===== src/rtl/mm_iddmm_csub.sv =====
// Final conditional-subtract stage of the IDDMM Montgomery multiplier: streams
// (a - m) if a >= m else a, low word first, and clears the consumed RAM A words.
module mm_iddmm_csub #(
  parameter int K      = 128,
  parameter int N      = 32,
  parameter int ADDR_W = $clog2(N)
) (
  input  logic              clk,
  input  logic              rst_n,
  input  logic              task_req,
  input  logic [ADDR_W:0]   task_len,
  output logic              task_busy,
  output logic [K-1:0]      res,
  output logic              res_val,
  output logic              res_last,
  output logic              res_sub,
  output logic              task_end,
  output logic              an_clr,
  output logic [ADDR_W-1:0] addr_a,
  input  logic [K-1:0]      aj,
  input  logic [K-1:0]      an,
  output logic [ADDR_W-1:0] addr_m,
  input  logic [K-1:0]      mj,
  output logic              clra_wren,
  output logic [ADDR_W-1:0] clra_addr
);

  typedef enum logic [2:0] {
    IDLE, CMP_MSW, CMP_RUN, DEC_SUB, DEC_NOP, OUT, OUT_END
  } state_t;

  localparam logic [ADDR_W:0] N_LEN = (ADDR_W+1)'(N);

  state_t              state, state_nx;
  logic [ADDR_W-1:0]   len_m1;    // L-1 of the running task
  logic [ADDR_W-1:0]   len_sel;
  logic [ADDR_W-1:0]   idx;       // word whose compare data returns this cycle
  logic [ADDR_W:0]     out_cnt;   // next output address; one bit wider so L=N ends cleanly
  logic                sub_mode;
  logic                carry;
  logic                issue;
  logic                rd_v;      // read data on aj/mj belongs to the output stream
  logic [ADDR_W-1:0]   rd_addr;
  logic [K:0]          sum;

  // Out-of-range lengths fall back to the full operand size.
  always_comb begin
    if (task_len == '0 || task_len > N_LEN) len_sel = ADDR_W'(N - 1);
    else                                    len_sel = ADDR_W'(task_len - 1'b1);
  end

  // aj + ~mj + c is a - m word by word with the borrow carried as inverted carry.
  assign sum = {1'b0, aj} + {1'b0, ~mj} + {{K{1'b0}}, carry};

  // NOTE: every output of this block gets a default first so no path infers a latch.
  always_comb begin
    state_nx = state;
    addr_a   = '0;
    issue    = 1'b0;
    case (state)
      IDLE:    if (task_req) state_nx = CMP_MSW;
      CMP_MSW: begin
        addr_a   = idx;
        state_nx = (an != '0) ? DEC_SUB : CMP_RUN;
      end
      CMP_RUN: begin
        addr_a = (idx == '0) ? '0 : idx - 1'b1;
        if (aj > mj)          state_nx = DEC_SUB;
        else if (aj < mj)     state_nx = DEC_NOP;
        else if (idx == '0)   state_nx = DEC_SUB;
      end
      DEC_SUB, DEC_NOP: begin
        issue    = 1'b1;
        state_nx = OUT;
      end
      OUT: begin
        if (out_cnt <= {1'b0, len_m1}) begin
          addr_a = out_cnt[ADDR_W-1:0];
          issue  = 1'b1;
        end
        if (res_last) state_nx = OUT_END;
      end
      OUT_END: state_nx = IDLE;
      default: state_nx = IDLE;
    endcase
  end

  assign addr_m    = addr_a;
  assign task_busy = (state != IDLE);
  assign task_end  = (state == OUT_END);
  assign an_clr    = (state == OUT_END);
  assign res_sub   = (state == OUT_END) && sub_mode;

  // NOTE: all state updates are non-blocking so every register samples pre-edge values.
  always_ff @(posedge clk) begin
    if (!rst_n) begin
      state     <= IDLE;
      len_m1    <= '0;
      idx       <= '0;
      out_cnt   <= '0;
      sub_mode  <= 1'b0;
      carry     <= 1'b0;
      rd_v      <= 1'b0;
      rd_addr   <= '0;
      res       <= '0;
      res_val   <= 1'b0;
      res_last  <= 1'b0;
      clra_wren <= 1'b0;
      clra_addr <= '0;
    end else begin
      state <= state_nx;
      case (state)
        IDLE: if (task_req) begin
          len_m1 <= len_sel;
          idx    <= len_sel;
        end
        CMP_RUN: if (idx != '0) idx <= idx - 1'b1;
        DEC_SUB, DEC_NOP: begin
          sub_mode <= (state == DEC_SUB);
          carry    <= 1'b1;
          out_cnt  <= (ADDR_W+1)'(1);
        end
        OUT: begin
          if (issue) out_cnt <= out_cnt + 1'b1;
          if (rd_v)  carry   <= sum[K];
        end
        default: ;
      endcase

      rd_v    <= issue;
      rd_addr <= addr_a;

      // The word is cleared in RAM A in the same cycle it is presented on res.
      res_val   <= rd_v;
      res_last  <= rd_v && (rd_addr == len_m1);
      res       <= rd_v ? (sub_mode ? sum[K-1:0] : aj) : '0;
      clra_wren <= rd_v;
      clra_addr <= rd_v ? rd_addr : '0;
    end
  end

endmodule


===== config.mk =====
export PLATFORM = sky130hd
export DESIGN_NAME = mm_iddmm_csub
export DESIGN_NICKNAME = d
export VERILOG_FILES = /design/src/rtl/mm_iddmm_csub.sv
export SDC_FILE = /design/constraint.sdc
export NUM_CORES = 1
export LEC_CHECK = 0
export BUFFER_PORTS_ARGS = -buffer_cell sky130_fd_sc_hd__buf_4
export CORE_AREA = 4 4 212 214
export DETAILED_ROUTE_END_ITERATION = 12
export DIE_AREA = 0 0 216 218
export PLACE_DENSITY = 0.7
export SYNTH_ARGS = -nofsm -noshare
export SYNTH_HDL_FRONTEND = slang
export SYNTH_SLANG_ARGS = --single-unit
export TNS_END_PERCENT = 30

===== constraint.sdc =====
create_clock -name clk -period 3.9 [get_ports clk]
set_clock_uncertainty 0.15 [all_clocks]
set_input_delay 0.39 -clock clk [delete_from_list [all_inputs] [get_ports clk]]
set_output_delay 0.39 -clock clk [all_outputs]
set_load 0.01 [all_outputs]

======== After elaboration in Yosys (flattened, before gate mapping) ========
Cells that the tools add are included.
W data, S select, Z words.
cells by class
  reductions and logical operators ........ 18
  add/sub/neg operators ................... 5
  magnitude comparators ................... 4
  equal/unequal tests ..................... 13
  mux-type cells .......................... 21
  bitwise operators ....................... 1
operator list
  cell                   number
  $add A128 B128 Y129    1
  $add A129 B1 Y129      1
  $gt A128 B128 Y1       1
  $lt A128 B128 Y1       1
  $mux W128              1
  $not A128 Y128         1
  $reduce_bool A128 Y1   1
  $mux W5                5
  $mux W3                5
  $pmux W3 S5            1
  $pmux W5 S3            1
  $pmux W6 S2            1
  $ne A2 B2 Y1 const B   5
  $pmux W5 S2            1
  $sub A5 B1 Y5 const B  2
  $eq A3 B3 Y1 const B   3
  $reduce_and A2 Y1      4
  $add A6 B1 Y6 const B  1
  $eq A3 B2 Y1 const B   2
  $gt A6 B6 Y1 const B   1
  $le A6 B5 Y1           1
  $logic_not A6 Y1       1
  $mux W6                1
  $reduce_and A3 Y1      2
  other kinds (13)       18
storage, ports and cells
  register bits after elaboration ......... 162
  output and inout bits ................... 150

======== Logic depth before layout (Yosys ltp) ========
Gate-level depths: netlist of run 1.
  depth in word-level cells ............... 5
  gate-level depth with buffers ........... 15
  mapped depth without buffers ............ 15

======== Worst setup path before layout of run 1 ========
No wires, ideal clock.
  path type ............................... input-to-reg
  start ................................... input port mj[0]
  end ..................................... register res[78]
  cell stages on the path ................. 14
  data required time ...................... 3692 ps
  arrival time ............................ 3177 ps
  path slack .............................. 515 ps
  library setup time ...................... 58 ps
  path buffers ............................ 0
  cell sequence ........................... inv_1 > fa_1 > inv_1 > fa_1 > and2b_1 > o2111ai_2 > a211oi_2 > o31a_1 > o211ai_1 > a211oi_2 > nor3_2 > o31ai_4 > a2111oi_0 > a211o_1
between the ends
  word-level cells in the longest chain between the ends .. 4
ends and longest elaborated chain
  item                  line  text
  from (decl)           23    input logic [K-1:0] mj,
  $not A128 Y128        53    assign sum = {1'b0, aj} + {1'b0, ~mj} + {{K{1'b0}}, carry};
  $add A128 B128 Y129   53
  $add A129 B1 Y129     53
  $mux W128             136   res <= rd_v ? (sub_mode ? sum[K-1:0] : aj) : '0;
  to (signal assigned)  136
  to (decl)             13    output logic [K-1:0] res,
Every way passes these cells.
A chain may end at the register's enable or synchronous reset.

======== Worst setup path after layout of run 1 ========
  start ................................... input port aj[9]
  end ..................................... register res[110]
between the ends
  word-level cells in the longest chain between the ends .. 3
ends and longest elaborated chain
  item                 line  text
  from (decl)          20    input logic [K-1:0] aj,
  $add A128 B128 Y129  53
  $add A129 B1 Y129    53
  $mux W128            136
Every way passes these cells.

==> results of run 1 <==
through the flow:
stage,area (sq um),TNS (ps)
3_3_place_gp,20900,-1220
5_1_grt,22300,-75.9
4_1_cts,22100,0
6_report,22300,0
2_1_floorplan,15800,0
3_5_place_dp,20900,-2930
what timing repair did:
item,4_1_cts,5_1_grt
setup endpoints to repair,9,42
endpoints found under the hold margin,61,1
pin swaps,1,11
gates resized for setup,4,24
setup buffers,1,4
hold buffers,61,1
report_power, final:
part	total, W	switching (W)	internal [W]
sequential	0.00189	0.000113	0.00178
combinational	0.00316	0.00177	0.00139
clock	0.00172	0.000877	0.000843
worst reg2reg max path, delay by kind of cell, from the launching register on:
family          cells  cell delay (ps)
xor+xnor            1              140
simple gates        1              270
fa+ha+maj           2              590
flops               1              370
buf+inv             4              530
compound gates      9             1550
cells in the final DEF (no fill, tap or decap), drive strengths merged, types with 10 or more instances in the layout:
| cell type | synthesis | layout |
|---|---|---|
| nand3 | 33 | 33 |
| a21o | 50 | 50 |
| nor2b | 10 | 10 |
| dfxtp | 162 | 162 |
| dlygate4sd3 | 0 | 62 |
| o21bai | 45 | 45 |
| o21a | 27 | 27 |
| a21boi | 16 | 16 |
| and4 | 10 | 10 |
| a211oi | 11 | 11 |
| a31oi | 23 | 23 |
| ha | 137 | 137 |
| xnor2 | 85 | 85 |
| a21oi | 225 | 225 |
| nand4 | 83 | 83 |
| inv | 197 | 205 |
| nand2 | 227 | 227 |
| nor2 | 195 | 195 |
| o31ai | 17 | 17 |
| xor2 | 44 | 44 |
| clkbuf | 80 | 17 |
| mux2i | 66 | 66 |
| and3 | 10 | 10 |
| and2 | 15 | 15 |
| buf | 31 | 646 |
| nor4 | 48 | 48 |
| nand2b | 10 | 10 |
| nor3 | 41 | 41 |
| o21ai | 189 | 189 |
layout make-up:
class / instances / area, sq um / share of cell area, %
antenna: 1 / 2.50 / 0.0112
clock buffer: 17 / 425 / 1.91
clock inverter: 15 / 141 / 0.634
inverter: 197 / 739 / 3.32
multi-input combinational: 1733 / 11500 / 51.7
sequential: 162 / 3250 / 14.6
tap: 585 / 732 / 3.28
timing repair buffer: 708 / 5480 / 24.6
sequential cells by signal (all words and copies together) (netlist names):
signal     count
res_last       1
idx            5
rd_v           1
rd_addr        5
res          128
clra_addr      5
carry          1
clra_wren      1
len_m1         5
out_cnt        6
state          3
sub_mode       1
cells by family after synthesis:
family | share of synthesized area, %
AOI/OAI and AO/OA | 27.5
xor gates and xnor gates | 7.14
adders and majority gates | 11.1
buffers and inverters | 7.69
DFF | 20.5
muxes | 4.24
and+or+nand+nor | 21.8
final timing paths:
check	from	endpoint	cells past startpoint
setup / recovery	aj[9]	res[110]	17
hold / removal	aj[26]	res[26]	3
setup reg to reg	carry	res[112]	17
hold reg to reg	rd_addr[2]	clra_addr[2]	1
metal layers:
| layer | track usage, % | wire length [um] | vias to the layer above |
|---|---|---|---|
| li1 | - | - | 9073 |
| met1 | 39.1 | 32000 | 8948 |
| met2 | 49.4 | 34200 | 849 |
| met3 | 5.32 | 5430 | 128 |
| met4 | 8.38 | 1930 | 4 |
| met5 | 0 | 27 | - |
==> summary.txt, run 1 <==
Status
  – Status: finished, final reports clean

Power
  – Pwr dens: 304 nW/um^2
  – Leakage: 10.2 nW
  – Maximum VDD drop: 0.254 mV
  – Tot Pwr: 0.00677 W

Synth
  – Synth cell count leaders: nand2_1, a21oi_1, inv_1
  – Fraction of registers with async set/reset: 0%
  – Top cells by area, synth: dfxtp_1, ha_1, a21oi_1
  – Syn nets: 2735
  – Library cells used by synthesis: 93
  – Cell with the most instances after synthesis: nand2_1
  – Yosys top cell area share: 20.5%
  – Post-synth EDFFs: 0
  – Cell taking the most area after synthesis: dfxtp_1
  – Top FF cell, synth: dfxtp_1
  – Synthesized flop and latch total: 162
  – Synthesized area per cell: 7.19 sq um
  – Synthesized area: 15800 sq um
  – Part of the Yosys area used for sequential elements: 20.5%
  – Post-synthesis cell count: 2203
  – Warnings from Yosys: 0

STA
  – Slew @ Worst Pin: 1040 ps
  – Final Setup Violations: 0
  – Hold WS: 18.6 ps
  – Fmax: 263 MHz
  – Max-slew violation count: 0
  – Period utilisation layout: 97.6%
  – Endpoints failing hold: 0
  – RSZ-0062 raised after global routing: yes
  – Worst Setup Slack, final: 92.2 ps
  – Slew headroom: 29.9%
  – Final worst path period need: 3810 ps

Setup path
  – Critical Path Max Stage Delay: 570 ps
  – CP delay by family, top: buffers and inverters
  – Bufs and invs on worst path: 6
  – CP most frequent cell: buf_4
  – Critical path class: in2reg
  – Worst reg-to-reg setup slack: 190 ps
  – Worst Path Required: 4140 ps
  – Critical path data arrival time: 4050 ps
  – Slowest cell on crit path: dlygate4sd3_1
  – Worst-path cell chain: dlygate4sd3_1 > buf_4 > ha_1 > buf_4 > nand4_4 > or3_1 > a211oi_2 > o31a_1 > o211ai_1 > buf_4 > a21oi_1 > nor2_1 > buf_4 > o31a_1 > buf_4 > xor2_1 > o21ai_0
  – Critical Path Start Type: input pin
  – CP Capture Type: flop
  – CP max FO: 6

Clock tree
  – Longest Clk Path Bufs: 2
  – # clock sinks: 162
  – CTS tree: built
  – CTS buffer count: 17
  – Skew-Pair Late Insertion Delay: 470 ps
  – Root Buffer: clkbuf_16
  – H-tree levels: 4
  – Clk pin slew, worst setup/hold paths: 70 ps

Detailed routing
  – Via density: 5.56
  – First-pass iteration count of the detailed router: 8
  – Via count: 19000
  – Post-route DRC: 0
  – Remaining antenna violation count: 0
  – Wire per inst: 21.5 um
  – Post-Route WL: 73.5 mm
  – Initial DRC count: 1546

Die
  – Die Ht: 218 um
  – Initial core utilization: 36.9%
  – Die area: 47100 sq um
  – Area of the core: 42900 sq um
  – Die width: 216 um
  – Ports: 543
  – Cell Rows: 76

Place
  – GP Congestion: 1.12
  – Place WS: -290 ps
  – Hpwl dp: 61.1 mm
  – Placed cells: 3318
  – Port bufs: 542

Flow run
  – Max-cap violations: 0

Final layout
  – Area grow syn2layout: 40.8%
  – Post-layout util: 52.0%
  – Layout fillers: 4166
  – Layout cell share with drive strength beyond 1: 26.6%
  – Final nets: 3351
  – Post-Layout Cell Count: 3418

GRT
  – GRT overflow: 0
  – Vias in the first global route: 18700
  – Pin count of the biggest net entering global routing: 77
  – GRT Total Usage: 29.5%
  – Initial antenna violation count: 4
  – First-pass GRT wire length: 108 mm

Min path
  – Worst hold path type: in2reg
Power figures use the tool's default switching activity.
==> inputs of run 2 (changes only) <==
--- a/config.mk
+++ b/config.mk
@@ -7,9 +7,11 @@
 export LEC_CHECK = 0
 export BUFFER_PORTS_ARGS = -buffer_cell sky130_fd_sc_hd__buf_4
 export CORE_AREA = 4 4 212 214
+export CTS_BUF_LIST = sky130_fd_sc_hd__clkbuf_2 sky130_fd_sc_hd__clkbuf_4 sky130_fd_sc_hd__clkbuf_8
 export DETAILED_ROUTE_END_ITERATION = 12
 export DIE_AREA = 0 0 216 218
 export PLACE_DENSITY = 0.7
+export SETUP_SLACK_MARGIN = 0.2
 export SYNTH_ARGS = -nofsm -noshare
 export SYNTH_HDL_FRONTEND = slang
 export SYNTH_SLANG_ARGS = --single-unit
==> summary.txt, run 2 (same netlist as run 1, synthesis figures left out) <==
Status
  – Status: finished, final reports clean (unchanged)

Final layout
  – Layout cell share with drive strength beyond 1: 28.0% (was 26.6%)
  – Commonest non-fill, non-tap cell in the layout: buf_4 (unchanged)
  – Biggest registers after layout: res (128), out_cnt (6) (unchanged)
  – Max FFs per register: 128 (unchanged)
  – Commonest non-fill, non-tap cells in the layout: buf_4, nand2_1, a21oi_1, inv_1, nor2_1 (unchanged)
  – Final Cell Area: 23100 sq um (was 22300 sq um)
  – Area grow syn2layout: 45.9% (was 40.8%)
  – Final nets: 3415 (was 3351)
  – Biggest register: res (unchanged)

Detailed routing
  – Remaining antenna violation count: 0 (unchanged)
  – Post-route DRC: 0 (unchanged)
  – Wire per inst: 21.4 um (was 21.5 um)
  – Via density: 5.56 (about the same)
  – Post-Route WL: 74.4 mm (was 73.5 mm)
  – Initial DRC count: 1577 (was 1546)
  – Via count: 19400 (was 19000)
  – First-pass iteration count of the detailed router: 6 (was 8)

Clock tree
  – Longest Clk Path Bufs: 2 (unchanged)
  – # clock sinks: 162 (unchanged)
  – H-tree levels: 4 (unchanged)
  – Clk pin slew, worst setup/hold paths: 110 ps (was 70 ps)
  – CTS buffer count: 17 (unchanged)
  – Root Buffer: clkbuf_8 (was clkbuf_16)
  – Skew-Pair Late Insertion Delay: 530 ps (was 470 ps)
  – CTS tree: built (unchanged)

Setup path
  – Worst Path Required: 4210 ps (was 4140 ps)
  – Critical path data arrival time: 4080 ps (was 4050 ps)
  – Critical path class: in2reg (unchanged)
  – CP Capture Type: flop (unchanged)
  – Critical Path Start Type: input pin (unchanged)
  – CP max FO: 5 (was 6)

GRT
  – GRT Total Usage: 29.7% (was 29.5%)
  – Vias in the first global route: 19000 (was 18700)
  – GRT overflow: 0 (unchanged)
  – Initial antenna violation count: 5 (was 4)
  – Pin count of the biggest net entering global routing: 77 (unchanged)
  – First-pass GRT wire length: 110 mm (was 108 mm)

STA
  – RSZ-0062 raised after global routing: yes (unchanged)
  – Sum Neg Setup Slack: 0 ps (unchanged)
  – Slew @ Worst Pin: 1010 ps (was 1040 ps)
  – Endpoints failing hold: 0 (unchanged)
  – Fmax: 265 MHz (was 263 MHz)
  – Final worst path period need: 3770 ps (was 3810 ps)
  – Slew headroom: 32.4% (was 29.9%)
  – Final Setup Violations: 0 (unchanged)
  – Period utilisation layout: 96.7% (was 97.6%)
  – Max-slew violation count: 0 (unchanged)

Power
  – Clk pwr share: 19.8% (was 25.4%)
  – Share of total power in combinational logic: 50.9% (was 46.7%)
  – Seq pwr share: 29.3% (was 27.9%)
  – Net switching power figure: 0.00273 W (was 0.00276 W)
  – Pwr dens: 279 nW/um^2 (was 304 nW/um^2)
  – Internal power: 0.00372 W (was 0.00401 W)
  – Sw frac: 42.3% (was 40.7%)
  – Maximum VDD drop: 0.189 mV (was 0.254 mV)
  – Leakage: 10.4 nW (was 10.2 nW)

Die
  – Die width: 216 um (unchanged)
  – Die Ht: 218 um (unchanged)
  – Area of the core: 42900 sq um (unchanged)
  – Ports: 543 (unchanged)
  – Die area: 47100 sq um (unchanged)
  – Cell Rows: 76 (unchanged)
  – Initial core utilization: 36.9% (unchanged)

Flow run
  – Max-cap violations: 0 (unchanged)

Min path
  – Worst hold path type: in2reg (unchanged)

Place
  – Hpwl dp: 61.1 mm (unchanged)
  – GP Congestion: 1.12 (unchanged)
  – Placed Area: 20900 sq um (unchanged)
  – Port bufs: 542 (unchanged)
[run 2: cell count changes in the layout (fill, tap and decap cells not counted), sizes merged]
cell	change
dlygate4sd3	+53
dlymetal6s4s	+1
buf	+10
diode	+1
[run 2: power groups by stage]
stage | logic, W | registers, W | clock network [W]
detailed placement | 0.00301 | 0.00192 | 0
finish | 0.00328 | 0.00189 | 0.00128
CTS | 0.00313 | 0.00189 | 0.00131
global placement | 0.00298 | 0.00192 | 0
floorplan | 0.00182 | 0.00190 | 0
global route | 0.00355 | 0.00190 | 0.00136
[run 2: critical path: stages]
cell	delay (ps)
dlygate4sd3_1	550
buf_4	140
ha_1	350
nand3_1	100
o211ai_2	280
and4_2	330
o31ai_4	110
a31o_4	280
buf_4	150
o31ai_1	460
a21boi_1	260
o21bai_1	210
xnor2_1	170
mux2i_1	120
nor2_1	180
[run 2: path summary, 6_finish.rpt]
check / start / endpoint / slack [ps] / cells after the start
hold / removal: aj[45] / res[45] / 30 / 3
setup reg to reg: carry / res[124] / 230 / 15
setup / recovery: aj[2] / res[49] / 130 / 15
hold reg to reg: rd_addr[3] / clra_addr[3] / 360 / 1
[run 2: cell type report]
| cell class | count | area [sq um] |
|---|---|---|
| Fill cell | 4064 | 19800 |
| Multi-Input combinational cell | 1733 | 11900 |
| Timing Repair Buffer | 772 | 6110 |
| Sequential cell | 162 | 3250 |
| Inverter | 197 | 739 |
| Tap cell | 585 | 732 |
| Clock buffer | 17 | 234 |
| Clock inverter | 15 | 141 |
| Antenna cell | 2 | 5.00 |
[run 2: stage by stage]
step | util [%] | hold WS [ps] | setup WS, ps | instances | total power (W)
finish | 53.8 | 31.3 | 127 | 3483 | 0.00644
CTS | 52.6 | 1.59 | 158 | 3467 | 0.00633
global placement | 48.8 | 334 | -195 | 3318 | 0.00490
global route | 53.8 | 36.8 | 71.8 | 3482 | 0.00681
detailed placement | 48.8 | 344 | -290 | 3318 | 0.00493
floorplan | - | 306 | 515 | 2203 | 0.00372
[run 2: timing repair]
item                                    CTS  global route
gates resized for setup                  13            99
hold endpoints to repair                116             0
endpoints found under the setup margin   35            73
pin swaps                                 8            25
hold buffers                            116             0
setup buffers                             1            14
[run 2: routing by layer]
layer	vias up	global-route usage [%]	wire length [um]
li1	9222	-	-
met1	9200	39.5	32600
met2	834	50.0	35000
met3	124	4.67	4870
met4	2	8.51	1950
met5	-	0	13
